### config.mk
export PLATFORM = sky130hd
export DESIGN_NAME = rf_write_arbiter
export DESIGN_NICKNAME = d
export VERILOG_FILES = /design/src/rtl/rf_write_arbiter.sv
export SDC_FILE = /design/constraint.sdc
export NUM_CORES = 1
export LEC_CHECK = 0
export CAP_MARGIN = 25
export CORE_ASPECT_RATIO = 0.75
export CORE_MARGIN = 2
export CORE_UTILIZATION = 63
export CTS_CLUSTER_DIAMETER = 100
export DETAILED_ROUTE_END_ITERATION = 10
export DONT_BUFFER_PORTS = 1
export PLACE_DENSITY = 0.79
export SETUP_SLACK_MARGIN = 0.02
export SLEW_MARGIN = 20
export SYNTH_ARGS = -nofsm -noshare
export SYNTH_HDL_FRONTEND = slang
export SYNTH_SLANG_ARGS = --single-unit
### constraint.sdc
create_clock -name clk -period 4.1 [get_ports clk]
set_clock_uncertainty 0.2 [all_clocks]
set_input_delay 0.82 -clock clk [delete_from_list [all_inputs] [get_ports clk]]
set_output_delay 0.82 -clock clk [all_outputs]
set_load 0.02 [all_outputs]
### src/rtl/rf_write_arbiter.sv
// Round-robin arbiter sharing the register-file write port between ALU and load writeback.
// Each requester has a one-entry holding register. A per-register busy scoreboard is exported for issue stalls.
module rf_write_arbiter #(
    parameter int DATA_W = 32,
    parameter int ADDR_W = 5
) (
    input  logic                   clk,
    input  logic                   rst_n,
    input  logic                   Req0Valid,
    output logic                   Req0Ready,
    input  logic [ADDR_W-1:0]      Req0Address,
    input  logic [DATA_W-1:0]      Req0Data,
    input  logic                   Req1Valid,
    output logic                   Req1Ready,
    input  logic [ADDR_W-1:0]      Req1Address,
    input  logic [DATA_W-1:0]      Req1Data,
    output logic [ADDR_W-1:0]      WriteAddress,
    output logic [DATA_W-1:0]      WriteData,
    output logic                   ReadWriteEn,
    output logic [2**ADDR_W-1:0]   Busy,
    output logic                   LastGrant
);

    localparam int NREG = 2**ADDR_W;

    logic [1:0]        holdValid_p0;
    logic [ADDR_W-1:0] holdAddr_p0 [2];
    logic [DATA_W-1:0] holdData_p0 [2];
    logic [1:0]        grant;
    logic [1:0]        handshake;
    logic              grantIdx;

    function automatic logic [NREG-1:0] oneHot(input logic [ADDR_W-1:0] addr, input logic en);
        logic [NREG-1:0] vec;
        vec       = '0;
        vec[addr] = en;
        return vec;
    endfunction

    // On a tie the requester that did not win last time is granted.
    assign grant[0] = holdValid_p0[0] & (~holdValid_p0[1] | LastGrant);
    assign grant[1] = holdValid_p0[1] & (~holdValid_p0[0] | ~LastGrant);
    assign grantIdx = grant[1];

    assign Req0Ready = rst_n & (~holdValid_p0[0] | grant[0]);
    assign Req1Ready = rst_n & (~holdValid_p0[1] | grant[1]);
    assign handshake = {Req1Valid & Req1Ready, Req0Valid & Req0Ready};

    // Stage p0: holding registers
    always_ff @(posedge clk or negedge rst_n) begin
        if (!rst_n) begin
            holdValid_p0 <= 2'b00;
        end else begin
            holdValid_p0 <= handshake | (holdValid_p0 & ~grant);
        end
    end

    always_ff @(posedge clk) begin
        if (handshake[0]) begin
            holdAddr_p0[0] <= Req0Address;
            holdData_p0[0] <= Req0Data;
        end
        if (handshake[1]) begin
            holdAddr_p0[1] <= Req1Address;
            holdData_p0[1] <= Req1Data;
        end
    end

    // Stage p1: register-file write port
    always_ff @(posedge clk or negedge rst_n) begin
        if (!rst_n) begin
            WriteAddress <= '0;
            WriteData    <= '0;
            ReadWriteEn  <= 1'b0;
            LastGrant    <= 1'b1;
        end else if (|grant) begin
            WriteAddress <= holdAddr_p0[grantIdx];
            WriteData    <= holdData_p0[grantIdx];
            ReadWriteEn  <= (holdAddr_p0[grantIdx] != '0);
            LastGrant    <= grantIdx;
        end else begin
            ReadWriteEn  <= 1'b0;
        end
    end

    // Register 0 is hard-wired zero, so it is never reported busy.
    always_comb begin
        Busy    = oneHot(holdAddr_p0[0], holdValid_p0[0])
                | oneHot(holdAddr_p0[1], holdValid_p0[1])
                | oneHot(WriteAddress, ReadWriteEn);
        Busy[0] = 1'b0;
    end

endmodule

==> out/qor.yml, run 1 <==
status: "completed"
rrSetupSlack_ps: 1650
via_count: 3303
end_kind: "output port"
cts_resized: 0
start_util_pct: 65.9
cts_tree: "done"
cts-buffers-inserted: 17
gr-usage-all-layers_pct: 29.5
hold_violations: 0
cts.sinks: 115
grt_pass1_wl_mm: 18.2
slew_headroom_pct: 31.1
max_clock_freq_mhz: 300
stdcell_area_mm2: 0.00559
rows: 27
ff2ff_path_depth: 4
synthDistinctLibCells: 32
antenna_found_initial: 1
drive_gt1_share_pct: 11.5
fin_hold_ws_ps: 193
critPathKind: "flip-flop to output port"
clkTransAtPathRegs_ps: 60
grt_pass1_vias: 3187
place.gp.congestion: 0.950
drc_errors: 0
irDropWorstVdd_v: 0.000440
hold_buffers: 2
via_per_inst: 6.82
maxCapViolCount: 0
synth_nets: 449
placed_cell_area_mm2: 0.00498
layout_worst_path_cycle_share_pct: 81.4
rsz0062_at_grt: "no"
fp.dieH_um: 80.4
postRouteWirelength_mm: 12.1
synth_top_area_share_pct: 45.4
drt_iter0_markers: 358
worst_slew_pin_slew_ps: 1030
ys_warn_count: 0
die_width_um: 106
synth_top_cell_by_area: "edfxtp_1"
hold_class: "input port to flip-flop"
clk_latency_ps: 520
diodes: 0
drt_pass1_iterations: 6
ys_ff_latch: 115
worstReg2RegEnd: "WriteData[6]"
arrival_ps: 2320
critPathLaunch: "WriteAddress[1]"
cp_max_fo: 7
min_from: "Req1Data[24]"
total_leakage_power_uw: 0.00241
startpoint_type: "flip-flop"
power_density_mw_per_mm2: 598
placedCellCount: 450
reg2reg_from: "holdValid_p0[1]"
gr-total-overflow: 0
fin_setup_tns_ps: 0
grt_max_degree: 42
ant_nets: 0
syn2layout_area_growth_pct: 14.2
htree_levels: 4
io_buffers: 0
period_minus_slack_ps: 3340
crit_path_end: "Busy[4]"
synthCells: 371
setup_viol: 0
yosys-top-cells-area: "edfxtp_1, dfrtp_1, a22o_1"
layout_commonest_cell: "edfxtp_1"
io_pins: 151
postCtsSetupRepairBufs: 0
final_cell_mix: "edfxtp_1, nand2_1, dfrtp_1, a22o_1, a21o_1"
wl_per_cell_um: 25.0
cp.required_ps: 3080
coreArea_mm2: 0.00743
syn_avg_cell_area_um2: 13.2
fin_util_pct: 75.2
dp_hpwl_mm: 7.40
synth-seq-area-share_pct: 66.3
slew_viol_final: 0
nNetsFinal: 448
cts_buffer_depth: 2
synth_area_mm2: 0.00490
root_buffer: "clkbuf_8"
fp.dieArea_mm2: 0.00850
layoutNonFillerInstCount: 484
## sequential cells by signal, indices dropped and copies added, names as in the netlist
name          cells
LastGrant         1
ReadWriteEn       1
WriteAddress      5
WriteData        32
holdAddr_p0      10
holdData_p0      64
holdValid_p0      2
## logic make-up after synthesis
group / share of synthesized area, %
other: 0.0766
AOI/OAI and AO/OA: 16.8
DFF: 66.3
buffers and inverters: 3.09
muxes: 1.15
and+or+nand+nor: 12.5
## where the power goes
part / switching, uW / internal (uW) / total [uW]
Sequential: 215 / 1360 / 1580
Combinational: 209 / 139 / 348
Clock: 586 / 835 / 1420
## stage by stage
| stage | power [uW] | setup slack [ps] |
|---|---|---|
| 2_1_floorplan | 1820 | 663 |
| 3_3_place_gp | 1900 | 1390 |
| 3_5_place_dp | 1920 | 1360 |
| 4_1_cts | 3350 | 809 |
| 5_1_grt | 3460 | 599 |
| 6_report | 3350 | 763 |
## layout make-up
type,instances,area [um2]
inverter,4,15.0
clock buffer,17,414
clock inverter,15,161
sequential,115,3250
timing repair buffer,6,87.6
fill,431,1840
tap,101,126
multi-input combinational,226,1540
## critical path: stages (launching register included)
cell	delay (ps)
dfrtp_1	490
nor3b_1	870
a22oi_1	210
nand2_1	240
## cell usage after synthesis (all sizes together)
| master | count |
|---|---|
| mux2 | 5 |
| a22o | 32 |
| nor2 | 7 |
| nor3b | 12 |
| a31oi | 1 |
| nor4b | 1 |
| a222oi | 3 |
| and2 | 2 |
| dfrtp | 40 |
| nand2 | 61 |
| a21boi | 1 |
| clkbuf | 11 |
| a22oi | 28 |
| a311oi | 1 |
| nor3 | 8 |
| a21o | 32 |
| inv | 4 |
| and3b | 15 |
| dfstp | 1 |
| o22ai | 5 |
| nor2b | 1 |
| buf | 15 |
| nand3 | 2 |
| and3 | 6 |
| conb | 1 |
| nand2b | 1 |
| o21ai | 1 |
| edfxtp | 74 |
## worst min-delay path by stage
stage / end / depth (start not counted)
2_1_floorplan: WriteData[0] / 1
3_3_place_gp: WriteData[17] / 1
3_5_place_dp: WriteData[12] / 1
4_1_cts: holdData_p0[0][20] / 0
5_1_grt: holdData_p0[0][27] / 0
6_report: holdData_p0[1][24] / 0
## routing by layer
| layer | global-route usage [%] | vias up | part of all wire, % |
|---|---|---|---|
| li1 | - | 1413 | - |
| met3 | 12.2 | 26 | 12 |
| met5 | 0 | - | 0 |
| met2 | 44.9 | 229 | 46 |
| met1 | 39.2 | 1635 | 40 |
| met4 | 9.21 | 0 | 1.4 |
(Power assumes the default switching activity.)
==> inputs of run 2 (changes only) <==
- CORE_UTILIZATION: 63 -> 57
- PLACE_DENSITY: 0.79 -> 0.75
- clock period: 4.1 -> 2.75 ns (I/O delays scaled with it)
==> run 2 against run 1 <==
Against the previous run: non-clock buffer count increased by 2; sequential power is 49% higher; core utilization decreased by 8.8 points; via count decreased by 2.8%; final area about the same.
==> out/qor.yml, run 2 (synthesized netlist as in run 1, its figures left out) <==
cts.sinks: 115  # unchanged
drt_iter0_markers: 344  # -3.9%
grt_util_met2_pct: 33.9  # -11 points
period_minus_slack_ps: 2630
arrival_ps: 1880  # -440 ps
start_util_pct: 58.2  # -7.7 points
htree_levels: 4  # unchanged
ff2ff_path_depth: 4  # unchanged
postRouteWirelength_mm: 11.2  # -7.5%
antenna_found_initial: 1  # unchanged
largest_reg_flops: 64  # unchanged
hold_class: "input port to flip-flop"
critPathKind: "flip-flop to output port"
gr-usage-met1_pct: 34.6  # -4.7 points
coreArea_mm2: 0.00842  # +13%
die_width_um: 111  # +4.9%
root_buffer: "clkbuf_16"
placedCellCount: 459  # +2.0%
grt_max_degree: 42  # unchanged
top_regs: "holdData_p0 x64, WriteData x32, holdAddr_p0 x10"
status: "completed"
cts_tree: "done"
final_cell_mix: "edfxtp_1, nand2_1, dfrtp_1, a22o_1, a21o_1"
startpoint_type: "flip-flop"
cts-buffers-inserted: 17  # unchanged
drive_gt1_share_pct: 11.7  # +0.23 points
min_from: "Req0Data[7]"
postCtsSetupRepairBufs: 0  # unchanged
use_met3_pct: 12.3  # +0.099 points
io_buffers: 0  # unchanged
worst_slew_pin_slew_ps: 1010  # -23.5 ps
fp.dieH_um: 84.3  # +4.9%
slew_headroom_pct: 32.6  # +1.6 points
maxCapViolCount: 0  # unchanged
grt_pass1_vias: 3072  # -3.6%
power_density_mw_per_mm2: 866  # +45%
top_usage_layer: "met1"
rows: 29  # +7.4%
rsz0062_at_grt: "yes"
fin_setup_tns_ps: 0  # unchanged
nNetsFinal: 450  # +0.45%
cp.required_ps: 2000  # -1080 ps
cts_buffer_depth: 2  # unchanged
setup_viol: 0  # unchanged
io_pins: 151  # unchanged
clkTransAtPathRegs_ps: 50  # about the same
via_per_inst: 6.51  # -4.6%
place.gp.congestion: 0.907  # -4.6%
max_clock_freq_mhz: 381
slew_viol_final: 0  # unchanged
irDropWorstVdd_v: 0.000595  # +35%
end_kind: "output port"
wl_per_cell_um: 22.7  # -9.2%
gr-usage-all-layers_pct: 24.8  # -4.7 points
gr-total-overflow: 0  # unchanged
layout_worst_path_cycle_share_pct: 95.6
fin_util_pct: 66.4  # -8.8 points
fin_hold_ws_ps: 42.7  # -150 ps
via_count: 3209  # -2.8%
fp.dieArea_mm2: 0.00936  # +10%
hold_violations: 0  # unchanged
total_leakage_power_uw: 0.00240  # -0.66%
layout_commonest_cell: "edfxtp_1"
reg2reg_from: "holdValid_p0[0]"
layoutNonFillerInstCount: 493  # +1.9%
clk_latency_ps: 400  # -120 ps
rrSetupSlack_ps: 150  # -1500 ps
syn2layout_area_growth_pct: 14.2  # about the same
drc_errors: 0  # unchanged
crit_path_end: "Busy[9]"
dp_hpwl_mm: 7.09  # -4.2%
max_flop_register: "holdData_p0"
drt_pass1_iterations: 5  # -1
grt_pass1_wl_mm: 17.3  # -5.0%
ant_nets: 0  # unchanged
critPathLaunch: "WriteAddress[3]"
worstReg2RegEnd: "WriteData[10]"
cp_max_fo: 10  # +3
[run 2: cell types whose count changed in the layout (fill, tap and decap cells not counted), sizes merged]
cell	previous run	this run
buf	5	7
clkinvlp	1	4
diode	0	1
inv	15	4
clkinv	2	6
clkbuf	17	20
[run 2: layout make-up]
cell class / instances / area, um2
Antenna cell: 1 / 2.50
Inverter: 4 / 15.0
Sequential cell: 115 / 3250
Timing Repair Buffer: 8 / 100
Fill cell: 594 / 2830
Clock inverter: 11 / 87.6
Multi-Input combinational cell: 226 / 1540
Tap cell: 108 / 135
Clock buffer: 20 / 457
[run 2: per-stage QoR]
step                      setup slack [ps]  power (uW)  instance area [um2]
after CTS                             37.0        4870                 5580
after global placement                 175        2850                 5010
after global routing                 -29.1        5030                 5590
after floorplan                        219        2720                 4910
final                                  122        4840                 5590
after detailed placement              99.8        2870                 5010
[run 2: report_power, final]
group | total [uW] | internal [uW] | switching (uW) | leakage, uW
sequential | 2360 | 2030 | 323 | 0.00118
combinational | 510 | 212 | 298 | 0.000960
clock | 1980 | 1270 | 709 | 0.000259
total | 4840 | 3510 | 1330 | 0.00240
[run 2: worst max-delay path, cell delays in order (launching register included)]
cell and delay [ps]:
dfrtp_1 630, nor3b_1 460, a22oi_1 180, nand2_1 210
[run 2: how the worst min path moves through the flow]
stage / endpoint / slack [ps] / cells after the start
2_1_floorplan: ReadWriteEn / 50 / 0
3_3_place_gp: WriteData[16] / 60 / 0
3_5_place_dp: WriteData[16] / 60 / 0
4_1_cts: holdAddr_p0[1][0] / 30 / 0
5_1_grt: holdData_p0[1][21] / 10 / 0
6_report: holdData_p0[0][7] / 40 / 0
[run 2: metal layers]
metal | wire, um | vias up
met3 | 1310 | 14
li1 | - | 1415
met4 | 133 | 0
met1 | 4870 | 1571
met5 | 0 | -
met2 | 4890 | 209
[run 2: timing repair]
item | 4_1_cts | 5_1_grt
endpoints found under the setup margin | 0 | 43
hold endpoints to repair | 41 | 0
hold buffers | 2 | 0
resized for setup | 0 | 3
==> inputs of run 3 (changes only) <==
- ABC_AREA: not set -> 1
==> run 3 against run 2 <==
Against the previous run: register-to-register slack improved by 470 ps; worst setup slack got worse by 94 ps; global-route usage increased by 1.9 points; critical path type unchanged; largest cell class unchanged.
==> out/qor.yml, run 3 <==
cp.required_ps: 2000  # about the same
maxCapViolCount: 0  # unchanged
start_util_pct: 59.1  # +0.90 points
irDropWorstVdd_v: 0.000878  # +48%
clkTransAtPathRegs_ps: 50  # about the same
switching_share_pct: 28.1  # +0.61 points
via_count: 3770  # +17%
stdcell_area_mm2: 0.00580  # +3.6%
coreArea_mm2: 0.00849  # +0.86%
io_pins: 151  # unchanged
fp.dieH_um: 85.3  # +1.2%
syn2layout_area_growth_pct: 15.5
end_kind: "output port"
via_per_inst: 6.07  # -6.7%
synth-seq-area-share_pct: 64.8  # -1.6 points
cp_slowest_stage_delay_ps: 630  # about the same
layoutNonFillerInstCount: 621  # +26%
p_seq_share_pct: 46.6  # -2.1 points
grt_pass1_vias: 3536  # +15%
hold_violations: 0  # unchanged
place.gp.congestion: 0.944  # +4.1%
hold_class: "input port to flip-flop"
status: "completed"
cts-buffers-inserted: 17  # unchanged
synthCells: 490  # +32%
combPwrFrac_pct: 9.7  # -0.8 points
clk_latency_ps: 400  # about the same
cp_max_fo: 7  # -3
synth_top_area_share_pct: 44.3  # -1.1 points
startpoint_type: "flip-flop"
top_regs: "holdData_p0 x64, WriteData x32, holdAddr_p0 x10"
nNetsFinal: 577  # +28%
dp_hpwl_mm: 8.03  # +13%
power_density_mw_per_mm2: 848  # -2.0%
wl_per_cell_um: 20.2  # -11%
ant_nets: 0  # unchanged
slew_headroom_pct: 51.8  # +19 points
htree_levels: 4  # unchanged
cts_buffer_depth: 2  # unchanged
syn_avg_cell_area_um2: 10.2  # -22%
gr-total-overflow: 0  # unchanged
slew_viol_final: 0  # unchanged
grt_pass1_wl_mm: 19.3  # +11%
netSwitchingPower_uw: 1380  # +3.8%
io_buffers: 0  # unchanged
root_buffer: "clkbuf_16"
drc_errors: 0  # unchanged
synthTopCellsByCount: "nand2_1, nand3_1, edfxtp_1, dfrtp_1, nor3_1"
cts_tree: "done"
max_flop_register: "holdData_p0"
worst_slew_pin_slew_ps: 721  # -287 ps
synthDistinctLibCells: 19  # -41%
drt_pass1_iterations: 8  # +3
synth_nets: 568  # +27%
intPower_uw: 3540  # +0.68%
ys_warn_count: 0  # unchanged
rrSetupSlack_ps: 620  # +470 ps
async_flop_share_pct: 35.7  # unchanged
drt_iter0_markers: 322  # -6.4%
layout_worst_path_cycle_share_pct: 99.0  # +3.4 points
period_minus_slack_ps: 2720  # +93.8 ps
placedCellCount: 585  # +27%
synth_top_cell_by_area: "edfxtp_1"
yosysMostFrequentCell: "nand2_1"
die_width_um: 112  # +1.2%
placed_cell_area_mm2: 0.00513  # +2.4%
synth_ff_type: "edfxtp_1"
synth_enable_flop_cells: 74  # unchanged
postRouteWirelength_mm: 12.5  # +12%
layout_commonest_cell: "nand2_1"
drive_gt1_share_pct: 12.5  # +0.78 points
largest_reg_flops: 64  # unchanged
total_leakage_power_uw: 0.00232  # -3.3%
critPathSlowestCell: "dfrtp_1"
rsz0062_at_grt: "yes"
max_clock_freq_mhz: 367  # -3.4%
gr-usage-all-layers_pct: 26.8  # +1.9 points
fin_setup_tns_ps: 0  # unchanged
p_clk_share_pct: 43.7  # +2.9 points
arrival_ps: 1970  # +90 ps
rows: 29  # unchanged
synth_area_mm2: 0.00502  # +2.4%
ys_ff_latch: 115  # unchanged
antenna_found_initial: 1  # unchanged
path_cells: "inv_1, nor3_1, nand2_1, nand3_1"
grt_max_degree: 42  # unchanged
fp.dieArea_mm2: 0.00958  # +2.3%
cts.sinks: 115  # unchanged
setup_viol: 0  # unchanged
power_uw: 4910  # +1.5%
yosys-top-cells-area: "edfxtp_1, dfrtp_1, nand3_1"
final_cell_mix: "nand2_1, nand3_1, edfxtp_1, dfrtp_1, nor3_1"
critPathKind: "flip-flop to output port"
==> run 3: layout make-up <==
class	count	area (um2)
timing repair buffer	10	128
inverter	25	93.8
tap	108	135
fill	615	2690
sequential	115	3250
clock buffer	20	457
clock inverter	12	130
multi-input combinational	330	1600
antenna	1	2.50
==> run 3: through the flow <==
step / setup slack (ps) / hold slack, ps / util, %
2_1_floorplan: 344 / 54.4 / -
3_3_place_gp: 470 / 55.2 / 60.4
3_5_place_dp: 451 / 55.1 / 60.4
4_1_cts: 35.2 / 27.1 / 67.7
5_1_grt: -78.4 / 19.0 / 68.3
6_report: 28.5 / 41.5 / 68.3
==> run 3: logic make-up (layout without fill, tap and decap cells) <==
logic type / Yosys count / after routing / share of synthesized area [%]
and+or+nand+nor: 322 / 322 / 30.1
DFF: 115 / 115 / 64.8
buffers and inverters: 45 / 67 / 4.31
AOI/OAI and AO/OA: 7 / 7 / 0.723
other: 1 / 2 / 0.0747
==> run 3: worst paths after layout <==
check | to | from | cells after the start
min in group asynchronous | WriteData[5] | rst_n | 2
setup / recovery | Busy[16] | WriteAddress[4] | 4
hold / removal | holdData_p0[0][9] | Req0Data[9] | 0
setup reg to reg | WriteData[11] | holdValid_p0[1] | 5
hold reg to reg | WriteData[15] | holdData_p0[0][15] | 2
max in group asynchronous | LastGrant | rst_n | 2
==> run 3: timing repair <==
item                                   in CTS  in global routing
setup endpoints to repair                   1                 29
endpoints found under the hold margin      41                  0
resized for setup                           1                  6
setup buffers                               0                  1
pin swaps                                   0                  3
hold buffers                                2                  0
==> run 3: critical path, delay by kind of cell (launching register included) <==
| family | cells | cell delay, ps |
|---|---|---|
| AND/OR/NAND/NOR | 3 | 770 |
| buffers and inverters | 1 | 180 |
| flip-flops | 1 | 630 |
==> run 3: routing by layer <==
metal	vias up	track usage (%)	share of wire, %
li1	1718	-	-
met1	1798	35.7	41
met2	233	39.4	47
met3	21	11.8	11
met4	0	9.76	1.5
met5	-	0	0
==> run 3: power by group through the flow <==
stage	clock network (uW)	logic, uW	registers, uW
final	2150	476	2290
after global routing	2260	527	2310
after CTS	2170	458	2290
after detailed placement	0	440	2310
after global placement	0	424	2310
after floorplan	0	349	2270
